--- config.mk ---
export PLATFORM = sky130hd
export DESIGN_NAME = port_alloc_scheduler
export DESIGN_NICKNAME = d
export VERILOG_FILES = /design/src/rtl/port_alloc_scheduler.sv
export SDC_FILE = /design/constraint.sdc
export NUM_CORES = 1
export LEC_CHECK = 0
export BUFFER_PORTS_ARGS = -buffer_cell sky130_fd_sc_hd__buf_2
export CORE_MARGIN = 4
export CORE_UTILIZATION = 45
export DETAILED_ROUTE_END_ITERATION = 6
export HOLD_SLACK_MARGIN = 0.15
export PLACE_DENSITY = 0.8
export SLEW_MARGIN = 20
export SYNTH_ARGS = -nofsm -noshare
export SYNTH_HDL_FRONTEND = slang
export SYNTH_SLANG_ARGS = --single-unit
--- constraint.sdc ---
create_clock -name clk -period 7.1 [get_ports clk]
set_clock_uncertainty 0.15 [all_clocks]
set_input_delay 1.065 -clock clk [delete_from_list [all_inputs] [get_ports clk]]
set_output_delay 1.065 -clock clk [all_outputs]
set_load 0.02 [all_outputs]
--- src/rtl/port_alloc_scheduler.sv ---
// port_alloc_scheduler
// Binds each accepted vector instruction to one of W_PORTS_NUM write-port
// groups, lends an idle group's odd read port for a third operand, and
// tracks a single outstanding store and a single outstanding load.
// Optional build macro: PORT_ALLOC_SKIP_BUSY_EN
//   defined   -> target is the first idle group at or after ptr_reg (wrapping)
//   undefined -> strict in-order target (ptr_reg); a busy group stalls and
//                the pointer steps forward one group per cycle
module port_alloc_scheduler #(
    parameter int W_PORTS_NUM = 4,
    localparam int PTR_W = (W_PORTS_NUM > 1) ? $clog2(W_PORTS_NUM) : 1
) (
    input  logic                   clk,
    input  logic                   rstn,
    input  logic [12:0]            instr_vld_i,
    output logic [12:0]            instr_rdy_o,
    input  logic                   vrf_starting_addr_vld_i,
    input  logic [W_PORTS_NUM-1:0] dependancy_issue_i,
    input  logic                   slide_instr_check_i,
    input  logic [W_PORTS_NUM-1:0] port_rdy_i,
    input  logic [W_PORTS_NUM-1:0] op3_rel_i,
    output logic [W_PORTS_NUM-1:0] start_o,
    output logic                   alloc_port_vld_o,
    output logic [PTR_W-1:0]       alloc_idx_o,
    output logic [PTR_W:0]         op3_port_sel_o,
    output logic                   op3_vld_o,
    output logic [PTR_W-1:0]       store_driver_o,
    output logic [PTR_W-1:0]       load_driver_o,
    output logic                   store_busy_o,
    output logic                   load_busy_o
);

    localparam int W = W_PORTS_NUM;
    localparam logic [PTR_W-1:0] LAST_IDX = PTR_W'(W - 1);

    // Tracking state
    logic [PTR_W-1:0] ptr_reg;
    logic [W-1:0]     st_reg;
    logic [W-1:0]     ld_reg;
    logic [W-1:0]     op3_busy_reg;

    // Combinational decisions
    logic [W-1:0]     avail;
    logic [PTR_W-1:0] tgt;
    logic             tgt_ok;
    logic             dep_clear;
    logic             slide_wait;
    logic             rdy;
    logic [PTR_W-1:0] lend_idx;
    logic             lend_found;
    logic [12:0]      rdy_vec;
    logic             alloc;
    logic             launch;
    logic [W-1:0]     start_vec;
    logic [W-1:0]     lend_onehot;
    logic [PTR_W-1:0] st_drv;
    logic [PTR_W-1:0] ld_drv;
    logic             op3_take;
    logic             st_take;
    logic             ld_take;
    logic             st_done;
    logic             ld_done;
    logic [W-1:0]     op3_busy_next;

    // Config class only gates its own ready; it never launches a group.
    logic cfg_vld_unused;
    assign cfg_vld_unused = instr_vld_i[12];

    // A group can take work or lend its read port only when idle and not already lent.
    assign avail     = port_rdy_i & ~op3_busy_reg;
    assign dep_clear = (dependancy_issue_i == '0);

    // Target group selection; slides always execute on group 0.
    always_comb begin
        int cand;
        tgt  = ptr_reg;
        cand = 0;
`ifdef PORT_ALLOC_SKIP_BUSY_EN
        // Scan downward so the smallest offset from ptr_reg wins.
        for (int i = W - 1; i >= 0; i--) begin
            cand = int'(ptr_reg) + i;
            if (cand >= W) begin
                cand = cand - W;
            end
            if (avail[cand]) begin
                tgt = PTR_W'(cand);
            end
        end
`endif
        if (slide_instr_check_i) begin
            tgt = '0;
        end
    end

    // A slide waits until the pointer has been pulled back to group 0.
    assign slide_wait = slide_instr_check_i && (ptr_reg != '0);
    assign tgt_ok     = avail[tgt];
    assign rdy        = tgt_ok && dep_clear && !slide_wait;

    // Lowest idle, un-lent group other than the target lends its read port.
    always_comb begin
        lend_idx   = '0;
        lend_found = 1'b0;
        for (int k = W - 1; k >= 0; k--) begin
            if ((k != int'(tgt)) && avail[k]) begin
                lend_idx   = PTR_W'(k);
                lend_found = 1'b1;
            end
        end
    end

    // Per-class ready; loads yield to a store offered in the same cycle.
    always_comb begin
        rdy_vec        = '0;
        rdy_vec[0]     = rdy;
        rdy_vec[1]     = rdy && lend_found;
        rdy_vec[3:2]   = {2{rdy && (st_reg == '0)}};
        rdy_vec[5:4]   = {2{rdy && (ld_reg == '0) && (instr_vld_i[3:2] == 2'b00)}};
        rdy_vec[10:6]  = {5{rdy}};
        rdy_vec[11]    = port_rdy_i[0] && dep_clear;
        rdy_vec[12]    = (&port_rdy_i) && (start_vec == '0) && dep_clear &&
                         (st_reg == '0) && (ld_reg == '0) && (op3_busy_reg == '0);
    end

    assign alloc  = (|(instr_vld_i[11:0] & rdy_vec[11:0])) && vrf_starting_addr_vld_i;
    assign launch = alloc && rdy;

    // One-hot launch of the target and one-hot of the lending group.
    generate
        for (genvar gi = 0; gi < W; gi++) begin : g_onehot
            assign start_vec[gi]   = launch && (tgt == PTR_W'(gi));
            assign lend_onehot[gi] = (lend_idx == PTR_W'(gi));
        end
    endgenerate

    // Encode the one-hot store/load owners; zero when nothing is outstanding.
    always_comb begin
        st_drv = '0;
        ld_drv = '0;
        for (int k = 0; k < W; k++) begin
            if (st_reg[k]) begin
                st_drv = PTR_W'(k);
            end
            if (ld_reg[k]) begin
                ld_drv = PTR_W'(k);
            end
        end
    end

    assign op3_take = launch && instr_vld_i[1] && rdy_vec[1];
    assign st_take  = launch && (|(instr_vld_i[3:2] & rdy_vec[3:2]));
    assign ld_take  = launch && (|(instr_vld_i[5:4] & rdy_vec[5:4]));
    // An owner is finished once its group is idle again and not being relaunched.
    assign st_done  = (st_reg != '0) && port_rdy_i[st_drv] && !start_vec[st_drv];
    assign ld_done  = (ld_reg != '0) && port_rdy_i[ld_drv] && !start_vec[ld_drv];
    // A release and a new loan on the same bit in one cycle leaves it lent.
    assign op3_busy_next = (op3_busy_reg & ~op3_rel_i) | (op3_take ? lend_onehot : '0);

    // Pointer, store/load owners and lent-port bookkeeping.
    always_ff @(posedge clk) begin
        if (!rstn) begin
            ptr_reg      <= '0;
            st_reg       <= '0;
            ld_reg       <= '0;
            op3_busy_reg <= '0;
        end else begin
            if (launch) begin
                ptr_reg <= (tgt == LAST_IDX) ? '0 : tgt + 1'b1;
            end else if (slide_instr_check_i && (ptr_reg != '0)) begin
                ptr_reg <= '0;
            end
`ifndef PORT_ALLOC_SKIP_BUSY_EN
            else if (!tgt_ok) begin
                ptr_reg <= (ptr_reg == LAST_IDX) ? '0 : ptr_reg + 1'b1;
            end
`endif

            if (st_take) begin
                st_reg <= start_vec;
            end else if (st_done) begin
                st_reg <= '0;
            end

            if (ld_take) begin
                ld_reg <= start_vec;
            end else if (ld_done) begin
                ld_reg <= '0;
            end

            op3_busy_reg <= op3_busy_next;
        end
    end

    assign instr_rdy_o      = rdy_vec;
    assign start_o          = start_vec;
    assign alloc_port_vld_o = alloc;
    assign alloc_idx_o      = tgt;
    assign op3_port_sel_o   = {lend_idx, 1'b1};
    assign op3_vld_o        = lend_found;
    assign store_driver_o   = st_drv;
    assign load_driver_o    = ld_drv;
    assign store_busy_o     = (st_reg != '0);
    assign load_busy_o      = (ld_reg != '0);

endmodule

==> flow_summary.json <==
{
  "outcome": "finished, final reports clean",
  "hold_viol": 0,
  "powerDensity_nw_per_um2": 134.7,
  "max_freq_ghz": 0.2285,
  "arrival_ps": 3160,
  "setup_tns_ps": 0,
  "syn_inst": 190,
  "synth_nets": 222,
  "rsz0062_at_grt": "false",
  "hold_path_class": "reg -> reg",
  "synth-seq-cells": 14,
  "cts_made_buffers": 3,
  "start_util_pct": 47.38,
  "viasPerCell": 5.564,
  "overflow": 0,
  "crit_required_ps": 5880,
  "root_buffer": "clkbuf_4",
  "p_leak_nw": 0.8066,
  "start_kind": "input pin",
  "clk_pin_slew_ps": 100,
  "htree_levels": 1,
  "drv_cap": 0,
  "crit_path_end_kind": "output pin",
  "io_buffers": 56,
  "grt_max_degree": 15,
  "drcViolationCount": 0,
  "final-setup-viol-count": 0,
  "routed_wl_um": 4088,
  "synth_ff_type": "dfxtp_1",
  "layout-drive-gt1-share_pct": 35.59,
  "synth_cell_types": 59,
  "rows": 20,
  "core_um2": 3053,
  "path_max_fanout": 11,
  "die_width_um": 64.70,
  "grt_pass1_vias": 1409,
  "relSlewSlack_pct": 64.61,
  "synthArstFlopShare_pct": 0,
  "synth-edff-count": 0,
  "grt_pass1_wl_um": 6734,
  "avgRoutedWirePerCell_um": 14.60,
  "gp_congestion": 0.8998,
  "dr.pass1.iters": 4,
  "antenna_left": 0,
  "grt_use_total_pct": 20.33,
  "cts_resized": 0,
  "power.total_mw": 0.2309,
  "grt_antenna_before_repair": 0,
  "clock_path_buffers": 2,
  "yosysSeqAreaShare_pct": 19.38,
  "clock_latency_ps": 290,
  "final_util_pct": 56.15,
  "num_antenna_cells": 0,
  "syn-cell-area_um2": 1446,
  "whs_ps": 333.7,
  "cts_tree": "built",
  "min_period_ps": 4377,
  "yosysWarnings": 0,
  "area_growth_pct": 18.51,
  "drt_iter0_drc": 64,
  "worstMarginPinSlew_ps": 528.5,
  "io_pins": 59,
  "dpl.hpwl_um": 3296,
  "cts_hold_buffers": 0,
  "post_cts.repair.setup_buffers": 0,
  "finalCritPeriodShare_pct": 61.65,
  "numClockSinks": 14,
  "irDropWorstVdd_v": 0.00008485,
  "nets": 269,
  "drv_slew": 0,
  "fp.dieArea_um2": 4185,
  "fp.dieH_um": 64.70,
  "syn_area_per_cell_um2": 7.613,
  "critPathKind": "in -> out",
  "vias": 1558
}
path summary, 6_finish.rpt:
kind / from / end / slack (ps) / cells past startpoint
worst max-delay path: slide_instr_check_i / start_o[2] / 2720 / 10
worst max register to register: ptr_reg[0] / ptr_reg[1] / 4310 / 8
worst min register to register: op3_busy_reg[2] / op3_busy_reg[2] / 330 / 2
worst min-delay path: op3_busy_reg[2] / op3_busy_reg[2] / 330 / 2
per-layer routing:
layer / vias to the layer above / routed length [um] / track usage [%]
met3: 11 / 553 / 3.986
met1: 684 / 1730 / 27.75
met2: 95 / 1720 / 31.83
met4: 0 / 84 / 6.860
li1: 768 / - / -
met5: - / 0 / 0
cell usage in the layout, fill, tap and decap left out, types with 2 or more instances in the layout:
cell	n
o21ai_0	7
nor2_1	23
nor2b_1	2
nand3_1	4
clkbuf_4	3
dfxtp_1	14
inv_1	14
a21o_1	2
o21ai_1	2
nand2b_1	7
o21ai_2	2
a21oi_1	13
nand2_1	15
nor4_2	2
mux2i_1	2
buf_2	56
nor4_1	7
nand3b_1	5
ha_1	3
o211ai_1	4
and3_1	5
o2bb2ai_1	3
or3_1	4
and2_1	3
critical path: stages:
cell and delay [ps]:
buf_2 140, nand2b_4 170, ha_1 240, or3b_2 470, o21ai_1 200, o31ai_4 160
a31oi_4 360, nand2_1 140, inv_1 70, buf_2 150
synth_stat cells (2+ instances only):
cell / n / area share (%)
a21o_1: 2 / 1.0
a21oi_1: 13 / 4.5
and2_1: 3 / 1.3
and3_1: 5 / 2.2
buf_2: 2 / 0.69
buf_4: 9 / 4.7
buf_6: 2 / 1.6
dfxtp_1: 14 / 19
ha_1: 3 / 2.6
inv_1: 14 / 3.6
mux2i_1: 2 / 1.4
nand2_1: 15 / 3.9
nand2b_1: 7 / 3.0
nand3_1: 4 / 1.4
nand3b_1: 5 / 2.6
nor2_1: 23 / 6.0
nor2b_1: 2 / 0.86
nor4_1: 7 / 3.0
nor4_2: 2 / 1.7
o211ai_1: 4 / 2.1
o21ai_0: 7 / 2.4
o21ai_1: 2 / 0.69
o21ai_2: 2 / 1.2
o2bb2ai_1: 3 / 1.8
or3_1: 4 / 1.7
final cells by class:
cell class              count  area (um^2)
clock buffers               4        36.28
fillers                   302         1339
inverters                  16        62.56
multi-input cells         146        999.7
flip-flops and latches     14        280.3
well taps                  44        55.05
repair buffers             56        280.3
report_power, final:
| part | leakage [nW] | internal [mW] | total [mW] | switching [mW] |
|---|---|---|---|---|
| sequential | 0.113 | 0.0808 | 0.0872 | 0.00639 |
| combinational | 0.673 | 0.0312 | 0.0820 | 0.0507 |
| clock | 0.0210 | 0.0312 | 0.0617 | 0.0305 |
cell families (layout without fill, tap and decap cells):
kind of cell | count (synthesis) | after routing | synth area share (%)
adders and majority gates | 3 | 3 | 2.595
buffers and inverters | 30 | 76 | 11.50
AOI/OAI and AO/OA | 53 | 53 | 30.80
DFF | 14 | 14 | 19.38
and+or+nand+nor | 87 | 87 | 34.08
muxes | 2 | 2 | 1.384
other | 1 | 1 | 0.2593
through the flow:
| stage | setup WS [ps] | cell area (um^2) | instances |
|---|---|---|---|
| final | 2723 | 1714 | 280 |
| after global routing | 2583 | 1714 | 280 |
| after CTS | 2735 | 1714 | 280 |
| after detailed placement | 2733 | 1678 | 276 |
| after global placement | 2766 | 1678 | 276 |
| after floorplan | 3075 | 1446 | 190 |
Note: power is estimated with default switching activity, not from simulation.
